<file path="config.mk">
export PLATFORM = sky130hd
export DESIGN_NAME = bsg_mux2_gatestack_sel_pipe_flat
export DESIGN_NICKNAME = d
export VERILOG_FILES = /design/src/rtl/bsg_mux2_gatestack_sel_pipe_pkg.sv /design/src/rtl/bsg_mux2_gatestack_sel_pipe_if.sv /design/src/rtl/bsg_mux2_gatestack_sel_pipe_two_fifo.sv /design/src/rtl/bsg_mux2_gatestack_sel_pipe.sv /design/src/flat_wrapper.sv
export SDC_FILE = /design/constraint.sdc
export NUM_CORES = 1
export LEC_CHECK = 0
export ABC_CLOCK_PERIOD_IN_PS = 1500
export CAP_MARGIN = 20
export CORE_MARGIN = 5
export CORE_UTILIZATION = 35
export CTS_BUF_LIST = sky130_fd_sc_hd__clkbuf_4
export DETAILED_ROUTE_END_ITERATION = 10
export GPL_TIMING_DRIVEN = 0
export PLACE_DENSITY = 0.65
export RECOVER_POWER = 25
export REMOVE_ABC_BUFFERS = 1
export SYNTH_ARGS = -nofsm -noshare
export SYNTH_HDL_FRONTEND = slang
export SYNTH_HIERARCHICAL = 1
export SYNTH_SLANG_ARGS = --single-unit
export TNS_END_PERCENT = 30
</file>
<file path="constraint.sdc">
create_clock -name clk_i -period 1.5 [get_ports clk_i]
set_clock_uncertainty 0.1 [all_clocks]
set_input_delay 0.15 -clock clk_i [delete_from_list [all_inputs] [get_ports clk_i]]
set_output_delay 0.15 -clock clk_i [all_outputs]
set_load 0.005 [all_outputs]
</file>
<file path="src/rtl/bsg_mux2_gatestack_sel_pipe_pkg.sv">
// Shared types and constants for the gatestack select pipe.
package bsg_mux2_sel_pkg;

  localparam int mode_width_lp = 2;

  // Select source for tuples entering the pipe.
  typedef enum logic [mode_width_lp-1:0] {
    PASS   = 2'd0,
    STATIC = 2'd1,
    ROTATE = 2'd2,
    RSVD   = 2'd3
  } mode_e;

endpackage

</file>
<file path="src/rtl/bsg_mux2_gatestack_sel_pipe_if.sv">
// Tuple-in / tuple-out / config bundle for the gatestack select pipe.
interface bsg_mux2_gatestack_sel_pipe_if #(
  parameter int width_p = 3
) ();

  logic               v_i;
  logic               ready_o;
  logic [width_p-1:0] data0_i;
  logic [width_p-1:0] data1_i;
  logic [width_p-1:0] sel_i;

  logic               cfg_we_i;
  logic [1:0]         cfg_mode_i;
  logic [width_p-1:0] cfg_sel_i;

  logic               v_o;
  logic               yumi_i;
  logic [width_p-1:0] data0_o;
  logic [width_p-1:0] data1_o;
  logic [width_p-1:0] sel_o;

  // Producer / consumer / config side (drives the pipe).
  modport master (
    output v_i, data0_i, data1_i, sel_i,
    output cfg_we_i, cfg_mode_i, cfg_sel_i,
    output yumi_i,
    input  ready_o, v_o, data0_o, data1_o, sel_o
  );

  // The pipe itself.
  modport slave (
    input  v_i, data0_i, data1_i, sel_i,
    input  cfg_we_i, cfg_mode_i, cfg_sel_i,
    input  yumi_i,
    output ready_o, v_o, data0_o, data1_o, sel_o
  );

endinterface

</file>
<file path="src/rtl/bsg_mux2_gatestack_sel_pipe_two_fifo.sv">
// Two-entry skid buffer holding {sel, data1, data0} tuples.
// ready_o and v_o depend only on registered count, so there is no
// combinational path from yumi_i to ready_o. Outputs read zero when empty.
module bsg_mux2_sel_two_fifo #(
  parameter int width_p = 3
) (
  input  logic               clk_i,
  input  logic               reset_n_i,

  input  logic               v_i,
  output logic               ready_o,
  input  logic [width_p-1:0] data0_i,
  input  logic [width_p-1:0] data1_i,
  input  logic [width_p-1:0] sel_i,

  output logic               v_o,
  input  logic               yumi_i,
  output logic [width_p-1:0] data0_o,
  output logic [width_p-1:0] data1_o,
  output logic [width_p-1:0] sel_o
);

  localparam int entry_width_lp = 3 * width_p;

  logic [entry_width_lp-1:0] mem_r [2];
  logic                      wptr_r;
  logic                      rptr_r;
  logic [1:0]                count_r;
  logic                      enq;
  logic                      deq;
  logic [entry_width_lp-1:0] head;

  assign ready_o = (count_r != 2'd2);
  assign v_o     = (count_r != 2'd0);
  assign enq     = v_i & ready_o;
  assign deq     = yumi_i & v_o;

  // Pointers and occupancy; async reset drops v_o immediately.
  always_ff @(posedge clk_i or negedge reset_n_i) begin
    if (!reset_n_i) begin
      wptr_r  <= 1'b0;
      rptr_r  <= 1'b0;
      count_r <= 2'd0;
    end else begin
      if (enq) wptr_r <= ~wptr_r;
      if (deq) rptr_r <= ~rptr_r;
      unique case ({enq, deq})
        2'b10:   count_r <= count_r + 2'd1;
        2'b01:   count_r <= count_r - 2'd1;
        default: count_r <= count_r;
      endcase
    end
  end

  // Entry storage; contents are don't-care until written since the
  // output mux masks empty slots.
  always_ff @(posedge clk_i) begin
    if (enq) mem_r[wptr_r] <= {sel_i, data1_i, data0_i};
  end

  // Head selection, forced to zero when the buffer is empty.
  always_comb begin
    head = '0;
    if (v_o) head = mem_r[rptr_r];
  end

  assign data0_o = head[width_p-1:0];
  assign data1_o = head[2*width_p-1:width_p];
  assign sel_o   = head[3*width_p-1:2*width_p];

endmodule

</file>
<file path="src/rtl/bsg_mux2_gatestack_sel_pipe.sv">
// Registered upstream stage for the per-bit 2:1 gatestack mux.
// Holds the select configuration, computes the effective select at enqueue
// time and stores it with the tuple so later config changes never reach
// entries already buffered.
module bsg_mux2_gatestack_sel_pipe
  import bsg_mux2_sel_pkg::*;
#(
  parameter int width_p = 3
) (
  input logic                                   clk_i,
  input logic                                   reset_n_i,
  bsg_mux2_gatestack_sel_pipe_if.slave          bus
);

  mode_e              cfg_mode_r;
  logic [width_p-1:0] cfg_sel_r;
  logic [width_p-1:0] sel_eff;
  logic               enq;

  // Rotate left by one; for width_p=1 the shift terms collapse to identity.
  function automatic logic [width_p-1:0] rotl1(input logic [width_p-1:0] x);
    return (x << 1) | (x >> (width_p - 1));
  endfunction

  assign enq = bus.v_i & bus.ready_o;

  // Effective select uses the mode/pattern in force before this edge.
  always_comb begin
    sel_eff = bus.sel_i;
    unique case (cfg_mode_r)
      STATIC, ROTATE: sel_eff = cfg_sel_r;
      default:        sel_eff = bus.sel_i;
    endcase
  end

  // Config registers; an explicit write overrides the per-enqueue rotation.
  always_ff @(posedge clk_i or negedge reset_n_i) begin
    if (!reset_n_i) begin
      cfg_mode_r <= PASS;
      cfg_sel_r  <= '0;
    end else if (bus.cfg_we_i) begin
      cfg_mode_r <= mode_e'(bus.cfg_mode_i);
      cfg_sel_r  <= bus.cfg_sel_i;
    end else if (enq && (cfg_mode_r == ROTATE)) begin
      cfg_sel_r  <= rotl1(cfg_sel_r);
    end
  end

  bsg_mux2_sel_two_fifo #(
    .width_p (width_p)
  ) fifo (
    .clk_i     (clk_i),
    .reset_n_i (reset_n_i),
    .v_i       (bus.v_i),
    .ready_o   (bus.ready_o),
    .data0_i   (bus.data0_i),
    .data1_i   (bus.data1_i),
    .sel_i     (sel_eff),
    .v_o       (bus.v_o),
    .yumi_i    (bus.yumi_i),
    .data0_o   (bus.data0_o),
    .data1_o   (bus.data1_o),
    .sel_o     (bus.sel_o)
  );

endmodule

</file>
<file path="src/flat_wrapper.sv">
// flat-port wrapper written by rule: the top's interface ports become plain ports
module bsg_mux2_gatestack_sel_pipe_flat import bsg_mux2_sel_pkg::*;
#(
  parameter int width_p = 3
)
  (clk_i, reset_n_i, bus_v_i, bus_data0_i, bus_data1_i, bus_sel_i, bus_cfg_we_i, bus_cfg_mode_i, bus_cfg_sel_i, bus_yumi_i, bus_ready_o, bus_v_o, bus_data0_o, bus_data1_o, bus_sel_o);
  bsg_mux2_gatestack_sel_pipe_if #(.width_p(width_p)) bus_i ();
  input logic clk_i;
  input logic reset_n_i;
  input wire logic [$bits(bus_i.v_i)-1:0] bus_v_i;
  input wire logic [$bits(bus_i.data0_i)-1:0] bus_data0_i;
  input wire logic [$bits(bus_i.data1_i)-1:0] bus_data1_i;
  input wire logic [$bits(bus_i.sel_i)-1:0] bus_sel_i;
  input wire logic [$bits(bus_i.cfg_we_i)-1:0] bus_cfg_we_i;
  input wire logic [$bits(bus_i.cfg_mode_i)-1:0] bus_cfg_mode_i;
  input wire logic [$bits(bus_i.cfg_sel_i)-1:0] bus_cfg_sel_i;
  input wire logic [$bits(bus_i.yumi_i)-1:0] bus_yumi_i;
  output wire logic [$bits(bus_i.ready_o)-1:0] bus_ready_o;
  output wire logic [$bits(bus_i.v_o)-1:0] bus_v_o;
  output wire logic [$bits(bus_i.data0_o)-1:0] bus_data0_o;
  output wire logic [$bits(bus_i.data1_o)-1:0] bus_data1_o;
  output wire logic [$bits(bus_i.sel_o)-1:0] bus_sel_o;
  assign bus_i.v_i = bus_v_i;
  assign bus_i.data0_i = bus_data0_i;
  assign bus_i.data1_i = bus_data1_i;
  assign bus_i.sel_i = bus_sel_i;
  assign bus_i.cfg_we_i = bus_cfg_we_i;
  assign bus_i.cfg_mode_i = bus_cfg_mode_i;
  assign bus_i.cfg_sel_i = bus_cfg_sel_i;
  assign bus_i.yumi_i = bus_yumi_i;
  assign bus_ready_o = bus_i.ready_o;
  assign bus_v_o = bus_i.v_o;
  assign bus_data0_o = bus_i.data0_o;
  assign bus_data1_o = bus_i.data1_o;
  assign bus_sel_o = bus_i.sel_o;
  bsg_mux2_gatestack_sel_pipe #(.width_p(width_p)) u_core (.clk_i(clk_i), .reset_n_i(reset_n_i), .bus(bus_i));
endmodule
</file>
; ---- Yosys cells after proc, flatten, opt, wreduce, memory -nomap -nowiden
; Memory sizes are Yosys's and may differ from the RTL's.
; Cells that the tools add are included.
; W data, S select, Z words.
[op_classes]
n_eq_ne = 5
n_bitwise = 5
muxes = 7
reduce_logical = 5
n_addsub = 2
[op_table]
columns = operator, n
row1 = $mux W3, 3
row2 = $mux W9, 1
row3 = $reduce_bool A2 Y1, 3
row4 = $eq A2 B1 Y1 const B, 2
row5 = $eq A2 B2 Y1 const B, 2
row6 = $pmux W2 S2, 1
row7 = $or A3 B1 Y3, 1
row8 = $add A2 B1 Y2 const B, 1
row9 = $and A1 B1 Y1, 2
row10 = $mux W1, 2
row11 = $ne A2 B2 Y1 const B, 1
row12 = $not A1 Y1, 2
row13 = $reduce_or A2 Y1, 1
row14 = $sub A2 B1 Y2 const B, 1
row15 = $logic_and A1 B1 Y1, 1
[totals]
wordCells = 30
ramBits = 18
n_memories = 1
reg_bits = 9
output_inout_bits = 11
[memory_table]
columns = name, depth, word_bits, rd, rd_ports_with_merged_regs, wr, line_no
row1 = u_core.fifo.mem_r, 2, 9, 1, 0, 1, bsg_mux2_gatestack_sel_pipe_two_fifo.sv:25  ; logic [entry_width_lp-1:0] mem_r [2];

; ---- Logic depth before layout (Yosys ltp)
[logic_depth]
word_depth = 5
ltp_mapped = 6
mapped_depth_nobuf = 6

; ---- Cells and area by module
; The synthesis kept the hierarchy.
[by_module_without_submodules]
columns = module, area_per_inst_um2, n_inst, cells_per_inst
row1 = bsg_mux2_sel_two_fifo, 878.3, 1, 56
row2 = bsg_mux2_gatestack_sel_pipe, 286.5, 1, 28

; ---- Least setup slack after synthesis
; Ideal clock, no wire load.
[synth_path]
path_type = register to register
from = register u_core.fifo.count_r[0]
to = memory u_core/fifo/mem_r[0][0] (netlist name), enable pin
t_arrival_ps = 1063
path_slack_ps = -37
period_less_slack_ps = 1537
path_stages_with_launch = 4
setup_time_ps = 374
path_buffers = 0
cell_sequence = dfrtp_1 -> nand2b_4 -> nand2_1 -> nor2_1
[synth_between]
elab_chain_cells = 4
[synth_rtl]
columns = item, line_no
row1 = "start, declared", bsg_mux2_gatestack_sel_pipe_two_fifo.sv:28  ; logic [1:0] count_r;
row2 = "start signal, assigned", bsg_mux2_gatestack_sel_pipe_two_fifo.sv:48  ; 2'b10: count_r <= count_r + 2'd1;
row3 = "start signal, assigned", bsg_mux2_gatestack_sel_pipe_two_fifo.sv:49  ; 2'b01: count_r <= count_r - 2'd1;
row4 = "start signal, assigned", bsg_mux2_gatestack_sel_pipe_two_fifo.sv:50  ; default: count_r <= count_r;
row5 = $ne A2 B2 Y1, bsg_mux2_gatestack_sel_pipe_two_fifo.sv:33  ; assign ready_o = (count_r != 2'd2);
row6 = named net bus_ready_o, flat_wrapper.sv:18  ; output wire logic [$bits(bus_i.ready_o)-1:0] bus_ready_o;
row7 = $and A1 B1 Y1, bsg_mux2_gatestack_sel_pipe_two_fifo.sv:35  ; assign enq = v_i & ready_o;
row8 = $mux W1, bsg_mux2_gatestack_sel_pipe_two_fifo.sv:58  ; if (enq) mem_r[wptr_r] <= {sel_i, data1_i, data0_i};
row9 = $mux W1 (not written as such), bsg_mux2_gatestack_sel_pipe_two_fifo.sv:58
row10 = "end, declared", bsg_mux2_gatestack_sel_pipe_two_fifo.sv:25
; The timed path passes the listed nets, and every way through them passes these cells.

; ---- Worst setup path in the final report
[layout_path]
from = register u_core.fifo.count_r[0]
to = output bus_data0_o[0]
[layout_between]
elab_chain_cells = 2
[layout_rtl]
columns = item, line_no
row1 = $reduce_bool A2 Y1, bsg_mux2_gatestack_sel_pipe_two_fifo.sv:34  ; assign v_o = (count_r != 2'd0);
row2 = $mux W9, bsg_mux2_gatestack_sel_pipe_two_fifo.sv:64  ; if (v_o) head = mem_r[rptr_r];
row3 = "end, declared", flat_wrapper.sv:20  ; output wire logic [$bits(bus_i.data0_o)-1:0] bus_data0_o;
; No other way between the ends.

==> reports/metrics.csv <==
metric,value,unit
critPathBufInv,3,
synth.distinct_cells,21,
crit_top_cell,buf_6,
fill_cells,301,
ys_ff_latch,27,
num_rows,21,
first_global_vias,865,
ctsHtreeMaxLevel,1,
drc,0,
clkPwrFrac,0.110,
insertion_delay,0.31,ns
critPathMaxFanout,6,
root_buffer,clkbuf_4,
finalCriticalPeriod,1.61,ns
routabilityCongestion,0.813,
netSwitchingFraction,0.329,
grt_start_max_net_pins,16,
syn2layout_area_growth,42.1,%
vias,767,
wl_met3,158,um
routed_wirelength,2.38,mm
initial_core_util,0.355,
grt_pass1_wl,3.86,mm
drv_cap,0,
fin_nets,150,
clock.fmax,619,MHz
final_cell_mix,"edfxtp_1 (18), clkdlybuf4s50_1 (14), buf_2 (9), mux2i_1 (9), nor2_1 (8)",
vias_per_cell,4.41,
drt_iter0_drc,14,
cts_tree,done,
wl_per_cell,13.7,um
required,1.25,ns
grt_antenna_before_repair,0,
power,2.78,mW
grt.total_usage,0.113,
power_per_cell_area,1680,nW/um^2
vdd_drop_max,495,uV
violations,negative setup slack,
portBuffers,29,
syn-cell-area,1160,um^2
hp-class,input pin to asynchronous set/reset pin,
worst_pin_slew,0.437,ns
dieArea,4580,um^2
postRouteAntennaNets,0,
cpMaxStageDelayCell,dfrtp_2,
maxSlewViolCount,0,
dr_wl_met2,1.19,mm
hold_violations,0,
p_sw,0.914,mW
r2r-start,u_core/fifo/count_r[0]$_DFFE_PN0P_,
die_h,67.7,um
startpoint,u_core/fifo/count_r[0]$_DFFE_PN0P_,
placed_area,1490,um^2
post-place-ws,-0.517,ns
holdBufCountCts,0,
wl_met1,1.04,mm
path_clk_slew,0.14,ns
synth_warnings,6,
rsz0062_at_grt,yes,
crit_chain,"buf_6, nor2_4, buf_6, nor2_2, buf_2",
postSynthAreaPerCell,13.9,um^2
clockBufferDepth,2,
outcome,finished with violations,
pwr-share-comb,0.473,
ios,30,
antenna_cells,0,
startpoint_type,flop,
firstDrtPassIters,4,
fp.coreArea,3280,um^2
synthCells,84,
final_common_cell,edfxtp_1,
cts_buffers,3,
final-setup-viol-count,17,
gr-total-overflow,0,
crit_family,flip-flops,
drive_above_1_share,0.336,
ys_seq_area_frac,0.657,
relSlewSlack,0.708,
layout_setup_ws,-0.114,ns
leakage,0.675,nW
critical_path_class,flop to output pin,
arrival,1.36,ns
highest_layer,met3,
layout_worst_path_cycle_share,1.08,
clock_sinks,27,
end_kind,output pin,
die_width,67.7,um
p_seq_frac,0.418,
internal-power,1.87,mW
max_stage_delay,0.48,ns
place_hpwl,1.60,mm
finish.instance_area,1660,um^2
cell usage after synthesis:
| library cell | number | area (um^2) |
|---|---|---|
| edfxtp_1 | 18 | 541 |
| a21oi_1 | 6 | 30.0 |
| dfrtp_1 | 9 | 225 |
| nor2_1 | 12 | 45.0 |
| mux2_4 | 1 | 15.0 |
| nand3_1 | 1 | 5.00 |
| nand2_1 | 5 | 18.8 |
| ha_1 | 2 | 25.0 |
| o21ai_1 | 1 | 5.00 |
| nand2b_4 | 1 | 13.8 |
| buf_6 | 1 | 11.3 |
| nor2b_1 | 3 | 18.8 |
| and3_4 | 1 | 11.3 |
| inv_1 | 2 | 7.51 |
| xnor2_1 | 3 | 26.3 |
| xor2_1 | 2 | 17.5 |
| nor2b_2 | 1 | 8.76 |
| and3_1 | 1 | 6.26 |
| mux2i_1 | 9 | 90.1 |
| mux2_1 | 3 | 33.8 |
| buf_2 | 2 | 10.0 |
path summary, 6_finish.rpt:
kind / to / slack [ns] / cells past startpoint
max in group asynchronous: u_core/fifo/count_r[0]$_DFFE_PN0P_ / 0.89 / 1
max reg2reg: u_core/fifo/count_r[1]$_DFFE_PN0P_ / -0.10 / 8
max: bus_data0_o[0] / -0.11 / 5
min: u_core/cfg_sel_r[0]$_DFFE_PN0P_ / 0.09 / 1
min reg2reg: u_core/cfg_sel_r[2]$_DFFE_PN0P_ / 0.45 / 2
min in group clk_i: u_core/cfg_mode_r[0]$_DFFE_PN0P_ / 0.28 / 3
cells by family (layout without fill, tap and decap cells):
kind of cell / count (synthesis) / after routing / synth area share
xor+xnor: 5 / 5 / 0.0376
flops: 27 / 27 / 0.657
simple gates: 25 / 26 / 0.110
compound gates: 7 / 7 / 0.0301
buf+inv: 5 / 48 / 0.0247
mux: 13 / 13 / 0.119
fa+ha+maj: 2 / 2 / 0.0215
worst register-to-register path, stage by stage, from the launching register on:
cell	delay (ns)
dfrtp_2	0.48
nor2_4	0.14
buf_6	0.11
buf_6	0.09
nor2b_4	0.03
ha_2	0.17
xnor2_1	0.19
nor2_2	0.05
xor2_1	0.13
timing repair:
| action | CTS | global route |
|---|---|---|
| pin swaps | 10 | 6 |
| endpoints found under the setup margin | 32 | 31 |
| gates resized for setup | 57 | 7 |
| cloned | 1 | 0 |
| hold endpoints to repair | 0 | 0 |
| setup buffers | 11 | 2 |
metrics by stage:
step	hold slack [ns]	setup TNS, ns	utilization	std cells
after floorplan	-0.246	-0.594	-	81
after global placement	0.378	-9.22	0.454	156
after detailed placement	0.388	-10.13	0.454	156
after CTS	0.0161	-0.308	0.492	172
after global routing	0.105	-1.62	0.504	174
final	0.0912	-0.600	0.504	174
power by group through the flow:
stage	Sequential, mW	Clock, mW	Combinational [mW]
2_1_floorplan	1.15	0	0.513
6_report	1.16	0.305	1.31
3_3_place_gp	1.18	0	0.982
3_5_place_dp	1.19	0	1.00
5_1_grt	1.18	0.342	1.45
4_1_cts	1.17	0.326	1.23
registers in the layout (all words and copies together) (netlist names):
signal               cells
u_core/cfg_mode_r        2
u_core/cfg_sel_r         3
u_core/fifo/count_r      2
u_core/fifo/mem_r       18
u_core/fifo/rptr_r       1
u_core/fifo/wptr_r       1
routing by layer:
metal,vias up,global-route usage
met5,-,0
met4,0,0.0152
met3,0,0.0250
met2,25,0.209
met1,360,0.135
li1,382,-
final cells by class:
class / count / area (um^2) / area share
Clock buffer: 3 / 22.5 / 0.0136
Inverter: 2 / 7.51 / 0.00454
Tap cell: 46 / 57.6 / 0.0348
Multi-Input combinational cell: 53 / 434 / 0.262
Timing Repair Buffer: 42 / 359 / 0.217
Clock inverter: 1 / 5.00 / 0.00302
Sequential cell: 27 / 769 / 0.465
Note: power is estimated with default switching activity, not from simulation.
